<file path="config.mk">
export PLATFORM = sky130hd
export DESIGN_NAME = hazard_unit
export DESIGN_NICKNAME = d
export VERILOG_FILES = /design/src/rtl/hazard_unit.sv
export SDC_FILE = /design/constraint.sdc
export NUM_CORES = 1
export LEC_CHECK = 0
export CAP_MARGIN = 20
export CELL_PAD_IN_SITES_DETAIL_PLACEMENT = 1
export CELL_PAD_IN_SITES_GLOBAL_PLACEMENT = 1
export CORE_ASPECT_RATIO = 2
export CORE_MARGIN = 2
export CORE_UTILIZATION = 48
export DETAILED_ROUTE_END_ITERATION = 10
export DONT_BUFFER_PORTS = 1
export PLACE_DENSITY = 0.8
export SKIP_CTS_REPAIR_TIMING = 1
export SLEW_MARGIN = 25
export SYNTH_ARGS = -nofsm -noshare
export SYNTH_HDL_FRONTEND = slang
export SYNTH_SLANG_ARGS = --single-unit
</file>
<file path="constraint.sdc">
create_clock -name clk -period 2.2 [get_ports clk]
set_input_delay 0.22 -clock clk [delete_from_list [all_inputs] [get_ports clk]]
set_output_delay 0.22 -clock clk [all_outputs]
set_load 0.05 [all_outputs]
</file>
<file path="src/rtl/hazard_unit.sv">
// rtl/hazard_unit.sv - EX/MEM/WB destination scoreboard driving forwarding, load-use stall and redirect flush
// Define HAZARD_FWD_EN to build EX-operand forwarding; without it every dependency stalls until it retires.
module hazard_unit #(
   parameter int CNT_W = 16
) (
   input  logic             clk,
   input  logic             rst,
   input  logic             id_valid,
   input  logic [4:0]       id_rs1,
   input  logic [4:0]       id_rs2,
   input  logic             id_use_rs1,
   input  logic             id_use_rs2,
   input  logic [4:0]       id_rd,
   input  logic             id_regwen,
   input  logic             id_is_load,
   input  logic             ex_redirect,
   output logic             stall_if,
   output logic             flush_id,
   output logic             flush_ex,
   output logic [1:0]       fwd_a,
   output logic [1:0]       fwd_b,
   output logic [1:0]       fwd_d,
   output logic [1:0]       state,
   output logic [CNT_W-1:0] stall_cnt,
   output logic [CNT_W-1:0] flush_cnt
);

   typedef enum logic [1:0] {
      ST_RUN   = 2'b00,
      ST_STALL = 2'b01,
      ST_FLUSH = 2'b10
   } state_t;

   typedef struct packed {
      logic       valid;
      logic [4:0] rd;
      logic       regwen;
      logic       is_load;
   } sb_entry_t;

   localparam logic [CNT_W-1:0] CNT_ONE = {{(CNT_W-1){1'b0}}, 1'b1};

   sb_entry_t sb_id, sb_ex, sb_mem, sb_wb;
   state_t    state_q, state_d;
   logic      ex_rs1, ex_rs2, mem_rs1, mem_rs2;
   logic      hazard;

   function automatic logic sb_match(input sb_entry_t e, input logic [4:0] rs, input logic use_rs);
      return e.valid && e.regwen && (e.rd == rs) && (e.rd != 5'd0) && use_rs;
   endfunction

   assign ex_rs1  = sb_match(sb_ex,  id_rs1, id_use_rs1);
   assign ex_rs2  = sb_match(sb_ex,  id_rs2, id_use_rs2);
   assign mem_rs1 = sb_match(sb_mem, id_rs1, id_use_rs1);
   assign mem_rs2 = sb_match(sb_mem, id_rs2, id_use_rs2);

   // Empty slots are stored all-zero so no stale rd/is_load survives a bubble
   always_comb begin
      sb_id = '0;
      if (id_valid && !flush_ex) begin
         sb_id = {1'b1, id_rd, id_regwen, id_is_load};
      end
   end

   always_ff @(posedge clk or posedge rst) begin
      if (rst) begin
         sb_ex  <= '0;
         sb_mem <= '0;
         sb_wb  <= '0;
      end else begin
         sb_ex  <= sb_id;
         sb_mem <= sb_ex;
         sb_wb  <= sb_mem;
      end
   end

   // WB never matches: the register file is written before the consumer reads it
   assert property (@(posedge clk) disable iff (rst) sb_wb.valid || (sb_wb == '0));

`ifdef HAZARD_FWD_EN
   logic [1:0] dec_a, dec_b;

   assign hazard = id_valid && sb_ex.is_load && (ex_rs1 || ex_rs2);

   always_comb begin
      dec_a = 2'b00;
      dec_b = 2'b00;
      if (ex_rs1)       dec_a = 2'b10;
      else if (mem_rs1) dec_a = 2'b01;
      if (ex_rs2)       dec_b = 2'b10;
      else if (mem_rs2) dec_b = 2'b01;
   end

   always_ff @(posedge clk or posedge rst) begin
      if (rst) begin
         fwd_a <= 2'b00;
         fwd_b <= 2'b00;
         fwd_d <= 2'b00;
      end else if (flush_ex) begin
         fwd_a <= 2'b00;
         fwd_b <= 2'b00;
         fwd_d <= 2'b00;
      end else begin
         fwd_a <= dec_a;
         fwd_b <= dec_b;
         fwd_d <= dec_b;
      end
   end
`else
   assign hazard = id_valid && (ex_rs1 || ex_rs2 || mem_rs1 || mem_rs2);
   assign fwd_a  = 2'b00;
   assign fwd_b  = 2'b00;
   assign fwd_d  = 2'b00;
`endif

   always_comb begin
      stall_if = 1'b0;
      flush_id = 1'b0;
      flush_ex = 1'b0;
      state_d  = ST_RUN;
      if (ex_redirect) begin
         flush_id = 1'b1;
         flush_ex = 1'b1;
         state_d  = ST_FLUSH;
      end else if (hazard) begin
         stall_if = 1'b1;
         flush_ex = 1'b1;
         state_d  = ST_STALL;
      end
   end

   always_ff @(posedge clk or posedge rst) begin
      if (rst) begin
         state_q   <= ST_RUN;
         stall_cnt <= '0;
         flush_cnt <= '0;
      end else begin
         state_q <= state_d;
         if (state_d == ST_STALL && stall_cnt != '1) stall_cnt <= stall_cnt + CNT_ONE;
         if (state_d == ST_FLUSH && flush_cnt != '1) flush_cnt <= flush_cnt + CNT_ONE;
      end
   end

   assign state = state_q;

endmodule
</file>
# ---- Yosys cells after proc, flatten, opt, wreduce, memory -nomap -nowiden
# Cells that the tools add are included.
dict set report totals {
  regBits 48
  word_cells 50
}
dict set report classes {
  n_reduce_logical 24
  add_sub_neg 2
  mux 7
  n_eq_ne 8
}
# operator count
set op_table {}
lappend op_table {{$add 16x1->16 const B} 2}
lappend op_table {{$ne 16x16->1 const B} 2}
lappend op_table {{$eq 5x5->1} 4}
lappend op_table {{$logic_and 1x1->1} 18}
lappend op_table {{$reduce_bool 5->1} 2}
lappend op_table {{$mux 8} 1}
lappend op_table {{$mux 1} 5}
lappend op_table {{$logic_or 1x1->1} 3}
lappend op_table {{$eq 2x1->1 const B} 1}
lappend op_table {{$eq 2x2->1 const B} 1}
lappend op_table {{$mux 2} 1}
lappend op_table {{$logic_not 1->1} 1}

# ---- Depth between registers and ports, before layout
dict set report logic_depth {
  word_depth 13
  depth_mapped 8
  depth_no_buf 8
}

# ---- Worst setup path before layout
# Ideal clock, no wire load.
dict set report synth_path {
  kind {reg2reg}
  from {reg flush_cnt[4]}
  to {reg flush_cnt[15]}
  slack_ns 0.033
  arrival_ns 2.025
  path_stages_with_launch 8
  path_buffers 0
  setup_ns 0.142
  cell_sequence {dfrtp_1 and4_1 and4_1 and2_1 nand2_1 nor3_1 nand3_1 xnor2_1}
}
dict set report synth_via {
  elab_chain_len 2
  elab_cells_between_ends 3
}
# item line_no
set synth_rtl {}
lappend synth_rtl {{start, declared} 25} ;# output logic [CNT_W-1:0] flush_cnt
lappend synth_rtl {{start signal, assigned} 140} ;# if (state_d == ST_FLUSH && flush_cnt != '1) flush_cnt <= flush_cnt + CNT_ONE;
lappend synth_rtl {{parallel branches: the longest is 2 deep, another holds $add 16x1->16} n/a}
# Several ways; the timed one is not identified.
# A chain may end at the register's enable or synchronous reset.

# ---- Worst setup path in the final report
dict set report layout_path {
  from {reg sb_mem[5] (netlist bit)}
  to {out flush_ex}
}
dict set report layout_via {
  elab_chain_len 9
  elab_cells_between_ends 14
}
# item line_no
set layout_rtl {}
lappend layout_rtl {{start, declared} 43} ;# sb_entry_t sb_id, sb_ex, sb_mem, sb_wb;
lappend layout_rtl {{start signal, assigned} 68} ;# sb_mem <= '0;
lappend layout_rtl {{start signal, assigned} 72} ;# sb_mem <= sb_ex;
lappend layout_rtl {{$eq 5x5->1} 49} ;# return e.valid && e.regwen && (e.rd == rs) && (e.rd != 5'd0) && use_rs;
lappend layout_rtl {{$logic_and 1x1->1 (3 in a row)} 49}
lappend layout_rtl {{$logic_or 1x1->1} 110} ;# assign hazard = id_valid && (ex_rs1 || ex_rs2 || mem_rs1 || mem_rs2);
lappend layout_rtl {{$logic_or 1x1->1 *} 110}
lappend layout_rtl {{$logic_and 1x1->1 *} 110}
lappend layout_rtl {{$mux 1 *} 125} ;# end else if (hazard) begin
lappend layout_rtl {{$mux 1 *} 121} ;# if (ex_redirect) begin
lappend layout_rtl {{end, declared} 19} ;# output logic flush_ex,
# Every way passes the cells marked *; elsewhere a longest branch is shown, timed or not.

==> flow_summary.toml <==
[detailed_routing]
final_antenna_net_count = 0
vias = 1693
drc_viols = 0
post_route_wl_um = 5850
vias_per_cell = 5.51
avgRoutedWirePerCell_um = 19.0
first_iteration_detailed_routing_drc_count = 35
detailedRoute.firstPassIterationCount = 4

[synth]
synth_xor_xnor_area_share_pct = 18.6
synth_area_leaders = "sky130_fd_sc_hd__dfrtp_1 53%, sky130_fd_sc_hd__xnor2_1 12%, sky130_fd_sc_hd__xor2_1 7.0%, sky130_fd_sc_hd__nand4_1 3.6%, sky130_fd_sc_hd__nand3_1 3.3%"
synth_ff_type = "sky130_fd_sc_hd__dfrtp_1"
synth_top_area_share_pct = 53.1
syn_avg_cell_area_um2 = 11.1
synth-warning-count = 0
synthMostInstantiatedCell = "sky130_fd_sc_hd__dfrtp_1"
ranking_of_synthesized_cells_by_instance_count = "48 x sky130_fd_sc_hd__dfrtp_1, 30 x sky130_fd_sc_hd__xnor2_1, 18 x sky130_fd_sc_hd__xor2_1"
synth.ff_latch_count = 48
synth_fa_ha_area_share_pct = 1.11
synth.lib_cells_used.distinct = 30
multiplexer_share_of_the_synthesized_area_pct = 0.996
post-synth-top-area-cell = "sky130_fd_sc_hd__dfrtp_1"
compound_gate_fraction_of_synth_area_pct = 3.54
synth_top_family_by_area = "simple AND/OR/NAND/NOR gates"
synth-edff-count = 0
synthesis.instances = 204
post_synth_and_or_nand_nor_area_fraction_pct = 19.5
mapped_area_um2 = 2260
ys_async_sr_fraction_pct = 100
synth-seq-area-share_pct = 53.1

[timing]
hold_viol_final = 0
final.period_utilization_pct = 109
grt_setup_unrepaired = "yes"
final.setup.worst_slack_ns = -0.200
layout_min_cycle_time_ns = 2.40
max_slew.worst_pin.slew_ns = 0.823
setup_violations = 9
fmaxAchievable_mhz = 417
final.setup_skew_ns = 0.00714
fin_max_slew_vios = 0
fin_worst_hold_slack_ns = 0.0506
max_slew_margin_pct = 45.1

[floorplan]
die_extent_in_y_um = 101
die_width_um = 52.5
initial_utilization_pct = 49.7
core_region_area_um2 = 4550
dieArea_um2 = 5310
boundary_pin_count = 66
num_rows = 35

[pwr]
power.static_leakage_nw = 1.32
vdd_ir_drop_max_v = 0.000735
total_power_mw = 2.24
power.density_nw_per_um2 = 806

[grt]
grt_start_max_net_pins = 49
groute.usage.overall_pct = 23.1
grt_pass1_wl_um = 9000
antenna_found_initial = 0
grt.overflow.total = 0
first_global_vias = 1938

[finish]
antenna_cells = 0
layout-drive-gt1-share_pct = 24.2
count_of_non_filler_cells_in_the_finished_layout = 307
finalCoreUtilization_pct = 60.9
filler_cell_count = 507
area_growth_syn_to_layout_pct = 22.6
nets_finish = 276

[clocking]
worst_skew_pair.late_latency_ns = 0.30
clk_pin_slew_worst_paths_ns = 0.08
clock-sinks = 48
clock_tree.buffer_depth = 2
root_buffer = "sky130_fd_sc_hd__clkbuf_8"
htree_levels = 2
clock_tree_from_tritoncts = "yes"
cts_bufs_inserted = 5

[run]
cap_violations = 0

[placed_design]
routabilityCongestion = 0.758
io_buffer_count = 0
placed_cells = 292
hpwlAfterDp_um = 4520

[setup_path]
critical_path.startpoint_type = "flop"
timing.critical_path.arrival_ns = 2.18
worst_ep_required_time_ns = 1.98
critical_path.max_stage_delay_ns = 0.55
crit_type = "flop to output port"
cp_cell_sequence = "or4_4, o211ai_4, nor4_2, o21ai_2, buf_6, nand2_2, a21o_4"
worstPathMaxFanout = 3
critical_path.top_delay_family = "simple AND/OR/NAND/NOR gates"
critical_path.slowest_cell = "sky130_fd_sc_hd__or4_4"
setup.worst_path.end_class = "output port"
cp.buffers_inverters = 1

[outcome]
outcome = "finished, violations left"
failing_checks = "negative setup slack"

[worst_hold_path]
min-delay-path-class = "input port to flop"
## worst paths after layout
check / slack, ns / to / from / depth (start not counted)
min reg2reg: 0.38 / sb_mem[7] / sb_ex[7] / 0
min: 0.05 / sb_ex[5] / id_rd[3] / 1
max reg2reg: -0.07 / stall_cnt[1] / sb_ex[6] / 7
max: -0.20 / flush_ex / sb_mem[5] / 7
max in group asynchronous: 1.20 / sb_ex[3] / rst / 2
min in group asynchronous: 0.51 / sb_ex[4] / rst / 2
## layout make-up
| class | instances | area [µm²] | share of cell area [%] |
|---|---|---|---|
| tap | 55 | 68.8 | 2.48 |
| multi-input combinational | 150 | 1050 | 37.8 |
| clock inverter | 2 | 35.0 | 1.26 |
| inverter | 3 | 12.5 | 0.451 |
| clock buffer | 6 | 72.6 | 2.62 |
| timing repair buffer | 43 | 335 | 12.1 |
| sequential | 48 | 1200 | 43.3 |
## state kept, by name, summed over array words and instances, names as in the netlist
| name | count |
|---|---|
| sb_ex | 7 |
| sb_mem | 7 |
| flush_cnt | 16 |
| stall_cnt | 16 |
| state | 2 |
## where the power goes
part	internal [mW]	leakage, nW	switching, mW
Clock	0.337	0.0552	0.283
Combinational	0.184	0.626	0.425
Sequential	0.955	0.643	0.0532
Total	1.48	1.32	0.761
## placed cells by master, fill, tap and decap left out, types with 2 or more instances in the layout
cell / netlist / layout
sky130_fd_sc_hd__buf_6: 0 / 2
sky130_fd_sc_hd__and4_1: 4 / 4
sky130_fd_sc_hd__buf_4: 7 / 39
sky130_fd_sc_hd__nor2_1: 12 / 11
sky130_fd_sc_hd__nor4_1: 4 / 3
sky130_fd_sc_hd__clkinv_2: 0 / 2
sky130_fd_sc_hd__nand4_1: 13 / 13
sky130_fd_sc_hd__dlygate4sd3_1: 0 / 2
sky130_fd_sc_hd__nand2_1: 12 / 11
sky130_fd_sc_hd__and2_1: 10 / 10
sky130_fd_sc_hd__nor3_1: 4 / 4
sky130_fd_sc_hd__conb_1: 1 / 6
sky130_fd_sc_hd__xor2_1: 18 / 18
sky130_fd_sc_hd__dfrtp_1: 48 / 48
sky130_fd_sc_hd__and3_1: 3 / 3
sky130_fd_sc_hd__nand3_1: 15 / 15
sky130_fd_sc_hd__ha_1: 2 / 2
sky130_fd_sc_hd__clkbuf_8: 0 / 5
sky130_fd_sc_hd__inv_1: 3 / 2
sky130_fd_sc_hd__o21ai_2: 2 / 2
sky130_fd_sc_hd__xnor2_1: 30 / 30
sky130_fd_sc_hd__a21oi_1: 3 / 3
## routing by layer
metal	track usage [%]	share of wire (%)	up-vias
met5	0	0	-
met4	8.68	2.8	0
met3	6.38	5.9	12
met2	43.8	59	54
met1	22.2	32	852
li1	-	-	775
## logic make-up (layout without fill, tap and decap cells)
family,count (synthesis),count (layout)
AO/OA/AOI/OAI,10,10
XOR/XNOR,48,48
adder cells (fa/ha/maj),2,2
buffers and inverters,11,54
flip-flops,48,48
multiplexers,2,2
other,1,6
AND/OR/NAND/NOR,82,82
## worst reg2reg max path: stages (launching register included)
cell	delay [ns]
sky130_fd_sc_hd__dfrtp_1	0.43
sky130_fd_sc_hd__xnor2_1	0.20
sky130_fd_sc_hd__nand4_1	0.12
sky130_fd_sc_hd__nor4_1	0.42
sky130_fd_sc_hd__o21ai_2	0.12
sky130_fd_sc_hd__buf_6	0.14
sky130_fd_sc_hd__a21boi_2	0.36
sky130_fd_sc_hd__mux2_1	0.37
## metrics by stage
stage	setup slack (ns)	instance area [µm²]	setup TNS [ns]
6_report	-0.200	2770	-0.443
5_1_grt	-0.308	2770	-2.17
4_1_cts	-0.484	2670	-1.15
3_5_place_dp	-0.141	2560	-0.324
3_3_place_gp	-0.0000964	2560	-0.0000964
2_1_floorplan	0.0332	2280	0
(Power assumes the default switching activity.)
